<file path="config.mk">
export PLATFORM = sky130hd
export DESIGN_NAME = mux_arbiter_nto1
export DESIGN_NICKNAME = d
export VERILOG_FILES = /design/src/rtl/mux_arbiter_nto1.sv
export SDC_FILE = /design/constraint.sdc
export NUM_CORES = 1
export LEC_CHECK = 0
export BUFFER_PORTS_ARGS = -buffer_cell sky130_fd_sc_hd__buf_2
export CAP_MARGIN = 20
export CORE_MARGIN = 2
export CORE_UTILIZATION = 40
export DETAILED_ROUTE_END_ITERATION = 8
export GPL_TIMING_DRIVEN = 0
export PLACE_DENSITY = 0.79
export SYNTH_ARGS = -nofsm -noshare
export SYNTH_HDL_FRONTEND = slang
export SYNTH_SLANG_ARGS = --single-unit
</file>
<file path="constraint.sdc">
create_clock -name clk -period 1.55 [get_ports clk]
set_input_delay 0.0775 -clock clk [delete_from_list [all_inputs] [get_ports clk]]
set_output_delay 0.0775 -clock clk [all_outputs]
set_load 0.005 [all_outputs]
</file>
<file path="src/rtl/mux_arbiter_nto1.sv">
// mux_arbiter_nto1: N-to-1 multiplexer with a one-entry registered, handshaked output.
// Fixed mode grants the channel named by Selector. With the ROUND_ROBIN_EN macro
// defined, Mode=1 selects round-robin arbitration that starts after the last grant.
// Without ROUND_ROBIN_EN, Mode is ignored and the selection is always fixed.
module mux_arbiter_nto1 #(
  parameter int unsigned NBits     = 32,
  parameter int unsigned NChannels = 4,
  localparam int unsigned SelBits  = $clog2(NChannels)
) (
  input  logic                         clk,
  input  logic                         reset,
  input  logic                         Mode,
  input  logic [SelBits-1:0]           Selector,
  input  logic [NChannels-1:0]         In_Valid,
  input  logic [NChannels*NBits-1:0]   In_Data,
  output logic [NChannels-1:0]         In_Ready,
  output logic                         Out_Valid,
  output logic [NBits-1:0]             Out_Data,
  output logic [SelBits-1:0]           Out_Channel,
  input  logic                         Out_Ready
);

  logic               space;
  logic               grant_valid;
  logic [SelBits-1:0] grant;
  logic               accept;

`ifdef ROUND_ROBIN_EN
  logic [SelBits-1:0] rr_ptr;
`else
  logic unused_mode;
  assign unused_mode = Mode;
`endif

  assign space  = ~Out_Valid | Out_Ready;
  assign accept = grant_valid & space & ~reset;

  // Pick the granting channel for this cycle (fixed select or round-robin search).
  always_comb begin
    grant_valid = 1'b0;
    grant       = '0;
`ifdef ROUND_ROBIN_EN
    if (Mode) begin
      logic [SelBits-1:0] idx;
      idx = '0;
      // Offsets 1..NChannels visit every real channel once, ending on rr_ptr itself.
      for (int unsigned i = 1; i <= NChannels; i++) begin
        idx = SelBits'((32'(rr_ptr) + i) % NChannels);
        if (!grant_valid && In_Valid[idx]) begin
          grant_valid = 1'b1;
          grant       = idx;
        end
      end
    end else
`endif
    if ((32'(Selector) < NChannels) && In_Valid[Selector]) begin
      grant_valid = 1'b1;
      grant       = Selector;
    end
  end

  // One-hot accept strobe back to the granted producer.
  always_comb begin
    In_Ready = '0;
    if (accept) begin
      In_Ready[grant] = 1'b1;
    end
  end

  // Output register: load on accept, drop valid when consumed with nothing new.
  always_ff @(posedge clk) begin
    if (reset) begin
      Out_Valid   <= 1'b0;
      Out_Data    <= '0;
      Out_Channel <= '0;
    end else if (accept) begin
      Out_Valid   <= 1'b1;
      Out_Data    <= In_Data[32'(grant)*NBits +: NBits];
      Out_Channel <= grant;
    end else if (Out_Ready) begin
      Out_Valid   <= 1'b0;
    end
  end

`ifdef ROUND_ROBIN_EN
  // Remember the last round-robin grant; reset value gives channel 0 first priority.
  always_ff @(posedge clk) begin
    if (reset) begin
      rr_ptr <= SelBits'(NChannels - 1);
    end else if (accept && Mode) begin
      rr_ptr <= grant;
    end
  end
`endif

endmodule
</file>
==> results of run 1 <==
## state kept, by name (all words and copies together), names as in the netlist
register,cells
Out_Channel,2
Out_Data,32
Out_Valid,1
## per-layer routing
metal,share of wire [%],vias to the layer above,global-route usage (%)
met4,1.3,0,6.552
met1,40,1153,25.30
met2,51,100,43.05
met3,7.2,8,5.341
li1,-,1283,-
met5,0,-,0
## stage by stage
step | setup WS [ns] | total power, mW | hold WS [ns] | TNS (ns) | cell area (µm²)
final | 0.08007 | 2.623 | 0.02996 | 0 | 3352
after global routing | 0.0007805 | 2.772 | 0.03517 | 0 | 3352
after CTS | 0.009987 | 2.650 | 0.02710 | 0 | 3352
after detailed placement | 0.01299 | 1.903 | 0.3443 | 0 | 3221
after global placement | -0.004918 | 1.884 | 0.3376 | -0.006766 | 3221
after floorplan | 0.2586 | 1.516 | 0.1499 | 0 | 2255
## Yosys cell counts (all sizes together)
cell type and instances:
and2 33, mux4 1, buf 13, nand2b 1
dfxtp 35, and2b 1, nand3 2, nor4 1
a211oi 32, nand2 33, a221oi 32, nor2 5
a31oi 1, a31o 1, mux2 2, nor3 1
mux2i 33, nor2b 2, clkbuf 9, inv 1
clkinv 1
## area by class of cell
type                            instances  area (µm²)
Timing Repair Buffer                  178       898.4
Tap cell                               72       90.09
Fill cell                             500        2121
Multi-Input combinational cell        181        1411
Buffer                                 22       142.6
Inverter                                2       7.507
Clock buffer                            8       100.1
Sequential cell                        35       701.9
## worst max-delay path, delay by kind of cell (launching register included)
kind | cells | cell delay, ns
AND/OR/NAND/NOR | 3 | 0.53
buffers and inverters | 2 | 0.26
flip-flops | 1 | 0.32
## what timing repair did
item                                   4_1_cts  5_1_grt
endpoints found under the hold margin        0        0
resized for setup                            3        0
setup endpoints to repair                    2        2
pin swaps                                    1        1
buffers inserted                             3        0
## cells by family after synthesis
family          synth area share [%]
flops                          31.08
buf+inv                        6.659
mux                            16.81
simple gates                   19.76
compound gates                 25.69
## power by group through the flow
stage / Sequential [mW] / Combinational, mW / Clock [mW]
floorplan: 1.12 / 0.397 / 0
global placement: 1.10 / 0.783 / 0
detailed placement: 1.11 / 0.797 / 0
CTS: 1.09 / 0.807 / 0.755
global route: 1.10 / 0.876 / 0.794
finish: 1.09 / 0.798 / 0.739
## worst paths after layout
kind         slack, ns                   endpoint  cells after the start
max               0.08                In_Ready[1]                      5
min               0.03     Out_Valid$_SDFFE_PP0P_                      2
max reg2reg       0.18   Out_Data[4]$_SDFFE_PP0P_                      5
min reg2reg       0.48  Out_Data[18]$_SDFFE_PP0P_                      2
==> run metrics, run 1 <==
clock network power share 28.2%; RSZ-0062 raised after global routing no; Syn Nets 378; post-synthesis sequential area ratio 31.08%; Max rail drop VDD between 0.3 and 0.4 mV; core footprint approximately 0.0055 mm²; Mapped Cells between 200 and 250; LEAKAGE around 1.7 nW; Tightest Hold Check Type input port to flop; switching fraction of total power ~29%; Synth area leader dfxtp_1; top post-synthesis cells by area dfxtp_1, mux2i_1, a211oi_1, a221oi_1, and2_1; clk_skew between 0.004 and 0.005 ns; actual slew at the worst max-slew pin 0.4841 ns; TritonCTS Buffers 5; status finished clean; Seq cells post-synth 35; final hold viol count 0; clk_lat worst skew between 0.2 and 0.3 ns; Sequential Power Share 41.4%; Num Clock Sinks 35; final number of setup-violating endpoints 0; antenna violations before repair 0; Psw 0.7531 mW; Yosys top cell area share 31.08%; drc violations 0; DP HPWL 5686 µm; slowest CP cell dfxtp_2; P&R area growth vs syn 48.67%; Final nets 563; Post-CTS Hold Buffers 0; Final min period between 1 and 1.5 ns; CTS tree done; root buf cell clkbuf_8; Data arrival, critical path ~1.4 ns; DIE AREA 0.006253 mm²; pin count of the biggest net entering global routing 11; DRT iter0 DRCs 56; share of cells above drive strength 1 50.47%; most frequent cells in the layout buf_2, dfxtp_1, mux2i_1, and2_1; routed vias/inst 5.108; Ys Warns 0; Die H 79.08 µm; Worst Setup Start Kind flop; Inserted Diodes 0; Reg clk slew, reported paths 0.07 ns; Crit. Startpoint Out_Valid$_SDFFE_PP0P_; crit-path cells nor2b_4 > nor4_4 > buf_6 > and2b_1 > buf_2; synthesized cell area 0.002255 mm²; Tot GR Track Use between 20% and 30%; routed wire length about 7300 µm; CTS Buffer Depth 2; Rel. slew slack around 68%; r2r startpoint Out_Valid$_SDFFE_PP0P_; Die Span X 79.08 µm; Logic pwr share 30.4%; Netlist cell types 27; hold wc startpoint reset; first-pass GRT wire length 11360 µm; Initial Util between 40% and 50%; critical path class flop to output port; Final GP Congestion 0.8744; CP max stage delay roughly 0.32 ns; Cells after DPL 487; Top Ports approximately 180; Tcrit/Tclk final between 90 and 100%; PwrDens a little under 800 mW/mm²; WL/cell 14.63 µm; Max-Cap Viols 0; Max Fclk 680.3 MHz; Vias 2544; commonest non-fill, non-tap cell in the layout buf_2; CP required 1.47 ns; vias in the first global route 2484; first-pass iteration count of the detailed router 4; fin cells roughly 500; grt ovf 0; I/O Buffers 175; CTS H-Tree Depth 2; antenna violation net count after detailed routing 0; Pint 1.870 mW; Slew Viols, Final 0; CP Max Fanout 4; CP endpoint kind output port; FP Rows 27; post-layout util 61.25%; Avg Cell Area, Syn 9.394 µm²
No activity file was read; power rests on OpenSTA's default activity.
==> inputs of run 2 (changes only) <==
- HOLD_SLACK_MARGIN: not set -> 0.12
==> run metrics, run 2 (synthesis gave the netlist of run 1 again) <==
status finished clean; Die H 79.08 µm; Slew Viols, Final 0; Final nets between 500 and 600; Final min period 1.509 ns; Tot GR Track Use 22.86%; DIE AREA 0.006253 mm²; Tightest Hold Check Type input port to flop; CTS H-Tree Depth 2; Max rail drop VDD 0.3489 mV; actual slew at the worst max-slew pin 0.4820 ns; post-layout util 61.75%; DP HPWL around 5700 µm; Max Fclk 662.5 MHz; Num Clock Sinks 35; drc violations 0; routed wire length 7276 µm; Initial Util 41.20%; I/O Buffers 175; max reg flops 32; Sequential Power Share 41.3%; largest registers Out_Data x32, Out_Channel x2, Out_Valid x1; vias in the first global route roughly 2.5k; clk_lat worst skew 0.28 ns; clock network power share 28.1%; area occupied by registers 701.9 µm²; pin count of the biggest net entering global routing 11; Biggest register Out_Data; first-pass iteration count of the detailed router 4; clk_skew slightly above 0.005 ns; Die Span X 79.08 µm; Vias around 2.5k; core footprint 0.005473 mm²; DP Area 0.003221 mm²; antenna violation net count after detailed routing 0; grt ovf 0; DRT iter0 DRCs between 60 and 70; WL/cell 14.52 µm; routed vias/inst 5.070; P&R area growth vs syn 49.89%; final hold viol count 0; root buf cell clkbuf_8; switching fraction of total power 28.63%; Tcrit/Tclk final 97.38%; share of cells above drive strength 1 roughly half; Final Cell Area 0.003379 mm²; most frequent cells in the layout buf_2, dfxtp_1, mux2i_1, and2_1; Fin Hold WS 0.1317 ns; CP endpoint kind output port; Final GP Congestion 0.8744; CP Max Fanout 4; multi-input combinational cell area approximately 0.0014 mm²; Rel. slew slack 67.86%; fillcell total between 400 and 500; Reg clk slew, reported paths 0.08 ns; FP Rows 27; Max-Cap Viols 0; Logic pwr share 30.6%; commonest non-fill, non-tap cell in the layout buf_2; TritonCTS Buffers 5; Top Ports between 150 and 200; PwrDens 777.8 mW/mm²; Pint 1.876 mW; critical path class flop to output port; CTS Buffer Depth 2; CTS tree done; Psw roughly 0.75 mW; antenna violations before repair 0; RSZ-0062 raised after global routing yes; Worst Setup Start Kind flop; Data arrival, critical path around 1.4 ns; CP required 1.47 ns; Inserted Diodes 0; first-pass GRT wire length 11370 µm; LEAKAGE roughly 1.7 nW; final number of setup-violating endpoints 0; total power 2.629 mW
## run 2: cell types whose count changed in the layout (fill, tap and decap cells not counted)
cell and change:
buf_4 +1, dlygate4sd3_1 +2
## run 2: timing repair
item | CTS | global route
resized for setup | 3 | 0
hold endpoints to repair | 2 | 0
hold buffers | 2 | 0
pin swaps | 1 | 1
buffers inserted | 3 | 1
setup endpoints to repair | 2 | 2
## run 2: worst paths after layout
path,cells after the start,start,to,slack (ns)
max,5,Out_Valid$_SDFFE_PP0P_,In_Ready[1],0.04
max reg2reg,5,Out_Valid$_SDFFE_PP0P_,Out_Data[4]$_SDFFE_PP0P_,0.15
min reg2reg,2,Out_Data[12]$_SDFFE_PP0P_,Out_Data[12]$_SDFFE_PP0P_,0.47
min,3,In_Data[32],Out_Data[0]$_SDFFE_PP0P_,0.13
## run 2: final cells by class
type,count,share of cell area (%)
flip-flops and latches,35,20.77
well taps,72,2.666
inverters,2,0.2221
clock buffers,8,2.962
plain buffers,22,4.221
multi-input cells,181,41.76
repair buffers,181,27.40
## run 2: power groups by stage
stage	combinational [mW]	sequential, mW	clock, mW
6_report	0.804	1.09	0.738
5_1_grt	0.884	1.10	0.794
4_1_cts	0.812	1.09	0.755
3_5_place_dp	0.797	1.11	0
3_3_place_gp	0.783	1.10	0
2_1_floorplan	0.397	1.12	0
## run 2: layer usage
layer | GRT usage [%] | vias up | share of wire, %
met4 | 6.552 | 0 | 1.3
met3 | 5.341 | 8 | 6.9
met2 | 43.14 | 101 | 52
met1 | 25.30 | 1139 | 40
met5 | 0 | - | 0
li1 | - | 1292 | -
## run 2: critical path, stage by stage, from the launching register on
cell,delay [ns]
dfxtp_2,0.32
nor2b_4,0.13
nor4_4,0.32
buf_6,0.15
and2b_1,0.12
buf_2,0.10
## run 2: stage by stage
stage               setup TNS [ns]  worst slack, ns  instances
finish                           0          0.04060        501
global route              -0.07818         -0.03976        501
CTS                              0         0.009987        500
detailed placement               0          0.01299        487
global placement         -0.006766        -0.004918        487
floorplan                        0           0.2586        240
